--- config.mk ---
export PLATFORM = sky130hd
export DESIGN_NAME = uart_rx_framed
export DESIGN_NICKNAME = d
export VERILOG_FILES = /design/src/rtl/uart_pkg.sv /design/src/rtl/uart_rx_sampler.sv /design/src/rtl/uart_rx_framed.sv
export SDC_FILE = /design/constraint.sdc
export NUM_CORES = 1
export LEC_CHECK = 0
export CORE_AREA = 2 2 63 65
export CTS_BUF_LIST = sky130_fd_sc_hd__clkbuf_4
export CTS_CLUSTER_SIZE = 20
export DETAILED_ROUTE_END_ITERATION = 8
export DIE_AREA = 0 0 65 67
export HOLD_SLACK_MARGIN = 0.15
export PLACE_DENSITY_LB_ADDON = 0.2
export SETUP_SLACK_MARGIN = 0.4
export SLEW_MARGIN = 20
export SYNTH_ARGS = -nofsm -noshare
export SYNTH_HDL_FRONTEND = slang
export SYNTH_SLANG_ARGS = --single-unit
export TNS_END_PERCENT = 50
--- constraint.sdc ---
create_clock -name clk -period 2.3 [get_ports clk]
set_input_delay 0.345 -clock clk [delete_from_list [all_inputs] [get_ports clk]]
set_output_delay 0.345 -clock clk [all_outputs]
set_load 0.005 [all_outputs]
--- src/rtl/uart_pkg.sv ---
// ---------------------------------------------------------------------------
// uart_pkg
// Shared definitions for the framed UART receiver.
//   - uart_rx_state_t       : receiver FSM states
//   - UART_MIN_CLKS_PER_BIT : smallest bit period the sampler can centre on
//   - majority3()           : 2-of-3 vote used for every bit decision
// Build option: UART_PARITY_EN adds the PARITY state.
// ---------------------------------------------------------------------------
package uart_pkg;

    // Below this the H-1/H/H+1 sample points crowd the bit edges.
    localparam int UART_MIN_CLKS_PER_BIT = 8;

    typedef enum logic [2:0] {
        IDLE   = 3'd0,
        START  = 3'd1,
        DATA   = 3'd2,
`ifdef UART_PARITY_EN
        PARITY = 3'd3,
`endif
        STOP   = 3'd4
    } uart_rx_state_t;

    function automatic logic majority3(input logic a, input logic b, input logic c);
        return (a & b) | (a & c) | (b & c);
    endfunction

endpackage

--- src/rtl/uart_rx_sampler.sv ---
// ---------------------------------------------------------------------------
// uart_rx_sampler
// Synchronises the raw serial line and produces the per-bit majority vote.
// Ports:
//   clk, reset   : clock, asynchronous active-high reset
//   i_rx         : raw asynchronous serial line (idle high)
//   i_bitCnt     : bit-period counter from the receiver FSM
//   o_fallEdge   : synchronised high-to-low transition of a line seen high
//   o_majority   : 2-of-3 vote of samples at H-1, H, H+1; meaningful only
//                  in the cycle where i_bitCnt == H+1
// Build option: none (UART_PARITY_EN does not affect this file).
// ---------------------------------------------------------------------------
module uart_rx_sampler
    import uart_pkg::*;
#(
    parameter int CNT_W = 4,
    parameter int HALF  = 8
) (
    input  logic             clk,
    input  logic             reset,
    input  logic             i_rx,
    input  logic [CNT_W-1:0] i_bitCnt,
    output logic             o_fallEdge,
    output logic             o_majority
);

    localparam logic [CNT_W-1:0] CNT_A = CNT_W'(HALF - 1);
    localparam logic [CNT_W-1:0] CNT_B = CNT_W'(HALF);

    logic       r_meta;
    logic       r_sync;
    logic       r_syncPrev;
    logic       r_seenHigh;
    logic [1:0] r_fill;
    logic       r_sampleA;
    logic       r_sampleB;

    // Two-flop synchroniser; both stages idle high out of reset.
    always_ff @(posedge clk or posedge reset) begin
        if (reset) begin
            r_meta <= 1'b1;
            r_sync <= 1'b1;
        end else begin
            r_meta <= i_rx;
            r_sync <= r_meta;
        end
    end

    // The synchroniser's reset value is not a real observation of the line,
    // so r_fill tracks when r_sync first carries genuine line data. Edges are
    // only armed once the line has truly been seen high after reset.
    always_ff @(posedge clk or posedge reset) begin
        if (reset) begin
            r_fill     <= 2'b00;
            r_syncPrev <= 1'b1;
            r_seenHigh <= 1'b0;
        end else begin
            r_fill     <= {r_fill[0], 1'b1};
            r_syncPrev <= r_sync;
            if (r_fill[1] && r_sync) begin
                r_seenHigh <= 1'b1;
            end
        end
    end

    // The first two votes are stored; the third is the live synchronised
    // value at H+1, so the decision is ready in that very cycle.
    always_ff @(posedge clk or posedge reset) begin
        if (reset) begin
            r_sampleA <= 1'b1;
            r_sampleB <= 1'b1;
        end else begin
            if (i_bitCnt == CNT_A) begin
                r_sampleA <= r_sync;
            end
            if (i_bitCnt == CNT_B) begin
                r_sampleB <= r_sync;
            end
        end
    end

    assign o_fallEdge = r_seenHigh & r_syncPrev & ~r_sync;
    assign o_majority = majority3(r_sampleA, r_sampleB, r_sync);

endmodule

--- src/rtl/uart_rx_framed.sv ---
// ---------------------------------------------------------------------------
// uart_rx_framed
// UART receiver with majority-vote sampling, framing/parity checks, a
// one-entry valid/ready holding register and a sticky overrun flag.
// Ports:
//   clk, reset : clock, asynchronous active-high reset
//   rx         : asynchronous serial line, idle high, LSB first
//   rx_data    : received word (held while rx_valid && !rx_ready)
//   rx_valid   : holding register contains an unconsumed frame
//   rx_ready   : consumer accepts the frame when rx_valid && rx_ready
//   frame_err  : a stop bit of the held frame sampled low
//   parity_err : parity mismatch on the held frame
//   overrun    : sticky, a frame was dropped because the holder was full
//   busy       : FSM is not IDLE
// Build option: define UART_PARITY_EN to expect and check one parity bit
// (odd/even selected by PARITY_ODD); otherwise parity_err is tied low.
// ---------------------------------------------------------------------------
module uart_rx_framed
    import uart_pkg::*;
#(
    parameter int CLKS_PER_BIT = 868,
    parameter int DATA_BITS    = 8,
    parameter int STOP_BITS    = 1,
    parameter int PARITY_ODD   = 0
) (
    input  logic                 clk,
    input  logic                 reset,
    input  logic                 rx,
    output logic [DATA_BITS-1:0] rx_data,
    output logic                 rx_valid,
    input  logic                 rx_ready,
    output logic                 frame_err,
    output logic                 parity_err,
    output logic                 overrun,
    output logic                 busy
);

    localparam int CLKS_EFF = (CLKS_PER_BIT < UART_MIN_CLKS_PER_BIT) ?
                              UART_MIN_CLKS_PER_BIT : CLKS_PER_BIT;
    localparam int CNT_W    = $clog2(CLKS_EFF);
    localparam int HALF     = CLKS_EFF / 2;
    localparam int IDX_W    = 4;

    localparam logic [CNT_W-1:0] CNT_LAST  = CNT_W'(CLKS_EFF - 1);
    localparam logic [CNT_W-1:0] CNT_MAJ   = CNT_W'(HALF + 1);
    localparam logic [IDX_W-1:0] DATA_LAST = IDX_W'(DATA_BITS - 1);
    localparam logic [IDX_W-1:0] STOP_LAST = IDX_W'(STOP_BITS - 1);

    uart_rx_state_t       r_state;
    uart_rx_state_t       w_nextState;
    logic [CNT_W-1:0]     r_bitCnt;
    logic [IDX_W-1:0]     r_bitIdx;
    logic [DATA_BITS-1:0] r_shift;
    logic                 r_frmErrAcc;

    logic w_fallEdge;
    logic w_majority;
    logic w_bitEnd;
    logic w_majPoint;
    logic w_shiftEn;
    logic w_stopCheck;
    logic w_frameDone;
`ifdef UART_PARITY_EN
    logic r_parErr;
    logic w_parityEn;
`endif

    uart_rx_sampler #(
        .CNT_W (CNT_W),
        .HALF  (HALF)
    ) u_sampler (
        .clk        (clk),
        .reset      (reset),
        .i_rx       (rx),
        .i_bitCnt   (r_bitCnt),
        .o_fallEdge (w_fallEdge),
        .o_majority (w_majority)
    );

    // State register.
    always_ff @(posedge clk or posedge reset) begin
        if (reset) begin
            r_state <= IDLE;
        end else begin
            r_state <= w_nextState;
        end
    end

    // Next-state logic. STOP exits at the vote point of the last stop bit
    // rather than at its end, so an immediately following start edge is seen.
    always_comb begin
        w_nextState = r_state;
        case (r_state)
            IDLE: begin
                if (w_fallEdge) begin
                    w_nextState = START;
                end
            end
            START: begin
                if (w_majPoint && w_majority) begin
                    w_nextState = IDLE;
                end else if (w_bitEnd) begin
                    w_nextState = DATA;
                end
            end
            DATA: begin
                if (w_bitEnd && (r_bitIdx == DATA_LAST)) begin
`ifdef UART_PARITY_EN
                    w_nextState = PARITY;
`else
                    w_nextState = STOP;
`endif
                end
            end
`ifdef UART_PARITY_EN
            PARITY: begin
                if (w_bitEnd) begin
                    w_nextState = STOP;
                end
            end
`endif
            STOP: begin
                if (w_majPoint && (r_bitIdx == STOP_LAST)) begin
                    w_nextState = IDLE;
                end
            end
            default: begin
                w_nextState = IDLE;
            end
        endcase
    end

    // Output / strobe decode.
    always_comb begin
        busy        = (r_state != IDLE);
        w_bitEnd    = (r_bitCnt == CNT_LAST);
        w_majPoint  = (r_bitCnt == CNT_MAJ);
        w_shiftEn   = (r_state == DATA) && w_majPoint;
        w_stopCheck = (r_state == STOP) && w_majPoint;
        w_frameDone = w_stopCheck && (r_bitIdx == STOP_LAST);
`ifdef UART_PARITY_EN
        w_parityEn  = (r_state == PARITY) && w_majPoint;
`endif
    end

    // Bit-period counter restarts on every state change and at the end of
    // each period; it stays at zero in IDLE so no votes are taken there.
    // r_bitIdx counts data bits in DATA and stop bits in STOP.
    always_ff @(posedge clk or posedge reset) begin
        if (reset) begin
            r_bitCnt <= '0;
            r_bitIdx <= '0;
        end else begin
            if ((w_nextState != r_state) || w_bitEnd) begin
                r_bitCnt <= '0;
            end else if (r_state != IDLE) begin
                r_bitCnt <= r_bitCnt + 1'b1;
            end

            if (w_nextState != r_state) begin
                r_bitIdx <= '0;
            end else if (w_bitEnd && ((r_state == DATA) || (r_state == STOP))) begin
                r_bitIdx <= r_bitIdx + 1'b1;
            end
        end
    end

    // Frame assembly: data shifts in from the top so the first bit on the
    // line ends up in bit 0. Error accumulators restart while idle.
    always_ff @(posedge clk or posedge reset) begin
        if (reset) begin
            r_shift     <= '0;
            r_frmErrAcc <= 1'b0;
`ifdef UART_PARITY_EN
            r_parErr    <= 1'b0;
`endif
        end else begin
            if (w_shiftEn) begin
                r_shift <= {w_majority, r_shift[DATA_BITS-1:1]};
            end

            if (r_state == IDLE) begin
                r_frmErrAcc <= 1'b0;
            end else if (w_stopCheck && !w_majority) begin
                r_frmErrAcc <= 1'b1;
            end

`ifdef UART_PARITY_EN
            if (r_state == IDLE) begin
                r_parErr <= 1'b0;
            end else if (w_parityEn) begin
                r_parErr <= (^r_shift) ^ w_majority ^ PARITY_ODD[0];
            end
`endif
        end
    end

    // Holding register. A finished frame loads if the holder is empty or is
    // being handed off this cycle; otherwise it is dropped and overrun sticks.
    always_ff @(posedge clk or posedge reset) begin
        if (reset) begin
            rx_data    <= '0;
            rx_valid   <= 1'b0;
            frame_err  <= 1'b0;
            overrun    <= 1'b0;
`ifdef UART_PARITY_EN
            parity_err <= 1'b0;
`endif
        end else begin
            if (w_frameDone && (!rx_valid || rx_ready)) begin
                rx_data    <= r_shift;
                rx_valid   <= 1'b1;
                frame_err  <= r_frmErrAcc | ~w_majority;
`ifdef UART_PARITY_EN
                parity_err <= r_parErr;
`endif
            end else begin
                if (w_frameDone) begin
                    overrun <= 1'b1;
                end
                if (rx_valid && rx_ready) begin
                    rx_valid <= 1'b0;
                end
            end
        end
    end

`ifndef UART_PARITY_EN
    // No parity bit exists on the line, so the flag stays clear whatever
    // PARITY_ODD is set to.
    assign parity_err = 1'b0 & PARITY_ODD[0];
`endif

endmodule

**Yosys cells after proc, flatten, opt, wreduce, memory -nomap -nowiden**

Index checks and enable logic that the tools add are counted.

- Bits of input ports: 4
- Output and inout bits: 13
- Register bits after elaboration: 45
- Word-level logic and storage cells: 76

- Reductions and logical operators: 24
- Mux-type cells: 14
- Bitwise logic cells: 11
- $add $sub $neg: 2
- Equality and inequality tests: 9

Operators by type and width:

| operator | number |
|---|---|
| 10-bit by 9-bit == test with 1-bit output, second input constant | 3 |
| 10-bit two-way mux | 2 |
| 3-bit two-way mux | 5 |
| 3-bit one-hot mux with 4 select lines | 1 |
| 1-bit logical AND | 11 |
| 10-bit by 1-bit adder with 10-bit output, second input constant | 1 |
| 10-bit == test, second input constant | 1 |
| 4-bit two-way mux | 2 |
| 2-bit nonzero test | 4 |
| 1-bit bitwise AND | 5 |
| 4-bit by 1-bit adder with 4-bit output, second input constant | 1 |
| 4-bit by 3-bit == test with 1-bit output, second input constant | 1 |
| 4-bit zero test | 1 |
| 1-bit two-way mux | 4 |
| 3-bit by 1-bit == test with 1-bit output, second input constant | 1 |
| 3-bit by 2-bit == test with 1-bit output, second input constant | 1 |
| 3-bit == test, second input constant | 1 |
| 3-bit zero test | 1 |
| 1-bit logical OR | 3 |
| 3-bit inequality test | 1 |
| 1-bit NOT | 3 |
| 1-bit bitwise OR | 3 |
| 3-bit nonzero test | 1 |
| 1-bit zero test | 2 |
| 2-bit AND reduction | 1 |

**Logic depth before layout (Yosys ltp)**

- Depth in word-level cells: 9
- Gate-level depth with buffers: 6
- Mapped depth without buffers: 6

**Cells and area by module**

A second synthesis with hierarchy kept.

- Cells, all modules: 180
- Area total of the unflattened synthesis: 2182.1 um^2

By module, submodules not included:

| module | seq. area each (um^2) | times used | cells each | area each (um^2) |
|---|---|---|---|---|
| uart_rx_framed | 925.9 | 1 | 160 | 1869.3 |
| uart_rx_sampler | 206.4 | 1 | 20 | 312.8 |

**Worst setup path before layout**

No wires, ideal clock.

- Path kind: register -> register
- Start: reg r_bitCnt[0]
- End: reg frame_err
- Period minus slack after synthesis: 1.996 ns
- Stages on the path, launching flop included: 6
- Path buffers: 0
- Arrival time: 1.871 ns
- Setup time: 0.125 ns
- Slack: 0.304 ns
- Required time: 2.175 ns
- Cell sequence: dfrtp_1 ha_1 nor3b_4 nand4_2 nor3_4 mux2_2

- Cells in the longest elaborated chain, start to end: 4

Ends and longest elaborated chain:

| item | RTL line | RTL |
|---|---|---|
| from (decl) | uart_rx_framed.sv:51 | `logic [CNT_W-1:0] r_bitCnt;` |
| from (signal assigned) | uart_rx_framed.sv:157 | `r_bitCnt <= r_bitCnt + 1'b1;` |
| 10-bit by 9-bit == test with 1-bit output | uart_rx_framed.sv:137 | `w_majPoint = (r_bitCnt == CNT_MAJ);` |
| 1-bit logical AND | uart_rx_framed.sv:139 | `w_stopCheck = (r_state == STOP) && w_majPoint;` |
| 1-bit logical AND | uart_rx_framed.sv:140 | `w_frameDone = w_stopCheck && (r_bitIdx == STOP_LAST);` |
| 1-bit logical AND | uart_rx_framed.sv:210 | `if (w_frameDone && (!rx_valid \|\| rx_ready)) begin` |
| to (signal assigned) | uart_rx_framed.sv:213 | `frame_err <= r_frmErrAcc \| ~w_majority;` |
| to (decl) | uart_rx_framed.sv:32 | `output logic frame_err,` |

Every way passes these cells.
A chain may end at the register's enable or synchronous reset.

**Final worst setup path**

- Start: reg r_bitIdx[0]
- End: reg rx_data[6]

- Cells in the longest elaborated chain, start to end: 3

Ends and longest elaborated chain:

| item | RTL line | RTL |
|---|---|---|
| from (decl) | uart_rx_framed.sv:52 | `logic [IDX_W-1:0] r_bitIdx;` |
| from (signal assigned) | uart_rx_framed.sv:163 | `r_bitIdx <= r_bitIdx + 1'b1;` |
| 4-bit zero test | uart_rx_framed.sv:140 |  |
| 1-bit logical AND | uart_rx_framed.sv:140 |  |
| 1-bit logical AND | uart_rx_framed.sv:210 |  |
| to (signal assigned) | uart_rx_framed.sv:211 | `rx_data <= r_shift;` |
| to (decl) | uart_rx_framed.sv:29 | `output logic [DATA_BITS-1:0] rx_data,` |

Every way passes these cells.

==> run_results.csv <==
group,metric,value,unit
sta,hold_viol_final,0,
place,gp_congestion,0.918,
drt,routed-via-count,1588,
final_layout,diodes,0,
final_layout,final_cells,262,
power,power_density,703,nW/um^2
run_status,status,"completed",
synth,syn-num-nets,187,
synth,syn_inst,178,
place,port_buffers,15,
sta,min_period,1.91,ns
synth,syn_avg_cell_area,12.1,um^2
global_route,track_usage,22.2,%
clocking,numCtsBuffers,5,
final_layout,utilization,73.1,%
global_route,grt_pass1_wl,7250,um
clocking,h-tree-depth,2,
floorplan,io_pins,17,
clocking,clk_pin_slew,0.13,ns
global_route,gr-total-overflow,0,
drt,drtPass1Iterations,5,
power,p_leak,0.00115,uW
clocking,cts_tree,"done",
power,finalPower,1850,uW
global_route,antenna_found_initial,0,
sta,finalSetupViolCount,0,
place,dp_cells,244,
synth,synth_top_cell_by_area,"dfrtp_1",
synth,yosys.area_share.xor_xnor,4.07,%
drt,drt_iter0_drc,150,
synth,syn_area,2150,um^2
final_layout,fill_cells,251,
job,drv_cap,0,
floorplan,chipHeight,67,um
floorplan,die_x,65,um
synth,synth_enable_flop_cells,0,
sta,rsz0062_at_grt,"true",
synth,yosys-mux-area-fraction,10.4,%
critical_path,end_kind,"flop",
synth,yosysMostFrequentCell,"dfrtp_1",
critical_path,crit_fanout,5,
synth,synth-seq-area-share,52.6,%
floorplan,rows,22,
clocking,cts-root-buf,"clkbuf_4",
floorplan,start_util,59.7,%
drt,ant_nets,0,
final_layout,drive_gt1_share,35.5,%
sta,min_period_over_period,82.9,%
floorplan,core-area,3610,um^2
synth,yosysWarnings,0,
critical_path,crit_arrival,2.15,ns
global_route,grt_pass1_vias,1555,
floorplan,dieArea,4360,um^2
critical_path,start_kind,"flop",
place,dpl.hpwl,2780,um
power,peakVddDrop,0.000482,V
synth,ys_top_cells_by_count,"40 x dfrtp_1, 19 x mux2_2, 9 x nand3_1",
final_layout,final_nets,222,
synth,synth.area.top_cells,"dfrtp_1 46%, mux2_2 9.9%, dfstp_2 6.1%",
sta,tightestPinTransition,0.543,ns
synth,synth_flop_cell,"dfrtp_1",
drt,drc,0,
sta,finalClockSkew,0.0212,ns
synth,ys_types,45,
drt,viasPerCell,6.06,
drt,finalWirelength,4520,um
global_route,grt_max_degree,46,
sta,relSlewSlack,63.5,%
critical_path,required,2.55,ns
synth,synth_async_sr_flop_share,100,%
synth,synth_top_family_by_area,"simple AND/OR/NAND/NOR gates",
sta,slew_violations,0,
drt,wire_per_inst,17.3,um
synth,synth_top_area_share,46.5,%
synth,synth_compound_area_share,9.30,%
clocking,clock_tree.buffer_depth,2,
sta,fmax,0.524,GHz
synth,ys_ff_latch,45,
clocking,clock_sinks,45,
min_path,hold_path.class,"reg2reg",
sta,setup_tns,0,ns
final_layout,area_growth,22.4,%
synth,synth_fa_ha_area_share,3.37,%
critical_path,crit_type,"reg2reg",
clocking,clock_latency,0.37,ns
synth,synth-simple-area-share,17.5,%
-- cell families (layout without fill, tap and decap cells) --
family,Yosys count,count (layout)
simple gates,56,56
fa+ha+maj,6,6
flops,45,45
compound gates,27,27
xor+xnor,10,10
other cells,2,2
mux,20,20
buf+inv,12,48
-- stage by stage --
step | instance area (um^2) | hold WS (ns) | setup slack (ns)
CTS | 2540 | 0.368 | 0.368
global placement | 2400 | 0.339 | 0.266
detailed placement | 2400 | 0.351 | 0.211
floorplan | 2160 | 0.331 | 0.305
finish | 2640 | 0.366 | 0.393
global route | 2640 | 0.371 | 0.336
-- path summary, 6_finish.rpt --
| check | slack [ns] | from | endpoint | cells after the start |
|---|---|---|---|---|
| max | 0.39 | r_bitIdx[0]$_DFFE_PP0P_ | rx_data[6]$_DFFE_PP0P_ | 6 |
| min | 0.37 | u_sampler.r_meta$_DFF_PP1_ | u_sampler.r_sync$_DFF_PP1_ | 0 |
| max reg2reg | 0.39 | r_bitIdx[0]$_DFFE_PP0P_ | rx_data[6]$_DFFE_PP0P_ | 6 |
| min reg2reg | 0.37 | u_sampler.r_meta$_DFF_PP1_ | u_sampler.r_sync$_DFF_PP1_ | 0 |
| max in group asynchronous | 1.48 | reset | r_state[0]$_DFF_PP0_ | 3 |
| min in group asynchronous | 0.40 | reset | r_bitCnt[7]$_DFFE_PP0P_ | 3 |
-- report_power, final --
part | leakage, uW | internal [uW] | switching [uW]
registers | 0.000578 | 865 | 109
clock network | 0.0000456 | 240 | 249
logic | 0.000522 | 180 | 210
total | 0.00115 | 1280 | 568
-- cell type report --
type                       count  area [um^2]  share of cell area [%]
sequential                    45         1140                    43.2
multi-input combinational    121         1040                    39.5
timing repair buffer          32          288                    10.9
tap                           48         60.1                    2.28
clock buffer                   6         45.0                    1.71
clock inverter                 2         35.0                    1.33
inverter                       8         30.0                    1.14
-- critical path, stage by stage (launching register included) --
cell and delay (ns):
dfrtp_1 0.44, inv_2 0.08, ha_2 0.18, or3b_4 0.40, nor3_4 0.22, buf_6 0.15
mux2_2 0.32
-- state kept, by name (all words and copies together) (netlist names), 2 cells and up --
signal            cells
r_bitCnt             10
r_shift               8
rx_data               8
r_bitIdx              4
r_state               3
u_sampler.r_fill      2
-- layout by cell type, fill, tap and decap left out, types with 4 or more instances in the layout --
master,count
xnor2_1,4
mux2_2,19
nand2_1,8
dfrtp_1,36
dfstp_2,5
buf_4,14
xor2_1,6
nand4_1,4
nor4_1,8
inv_1,6
clkdlybuf4s50_1,14
a211oi_1,4
o21ai_0,6
nand3_1,8
dfrtp_2,4
clkbuf_4,6
-- what timing repair did --
action,in CTS,in global routing
pin swaps,1,3
setup buffers,6,4
endpoints found under the setup margin,32,32
gates resized for setup,8,14
hold buffers,0,0
-- layer usage --
metal | wire, um | track usage (%) | share of wire, % | up-vias
li1 | - | - | - | 724
met1 | 1910 | 27.7 | 42 | 803
met2 | 2260 | 38.1 | 50 | 47
met3 | 208 | 3.89 | 4.6 | 14
met4 | 144 | 9.31 | 3.2 | 0
met5 | 0 | 0 | 0 | -
Power figures use the tool's default switching activity.
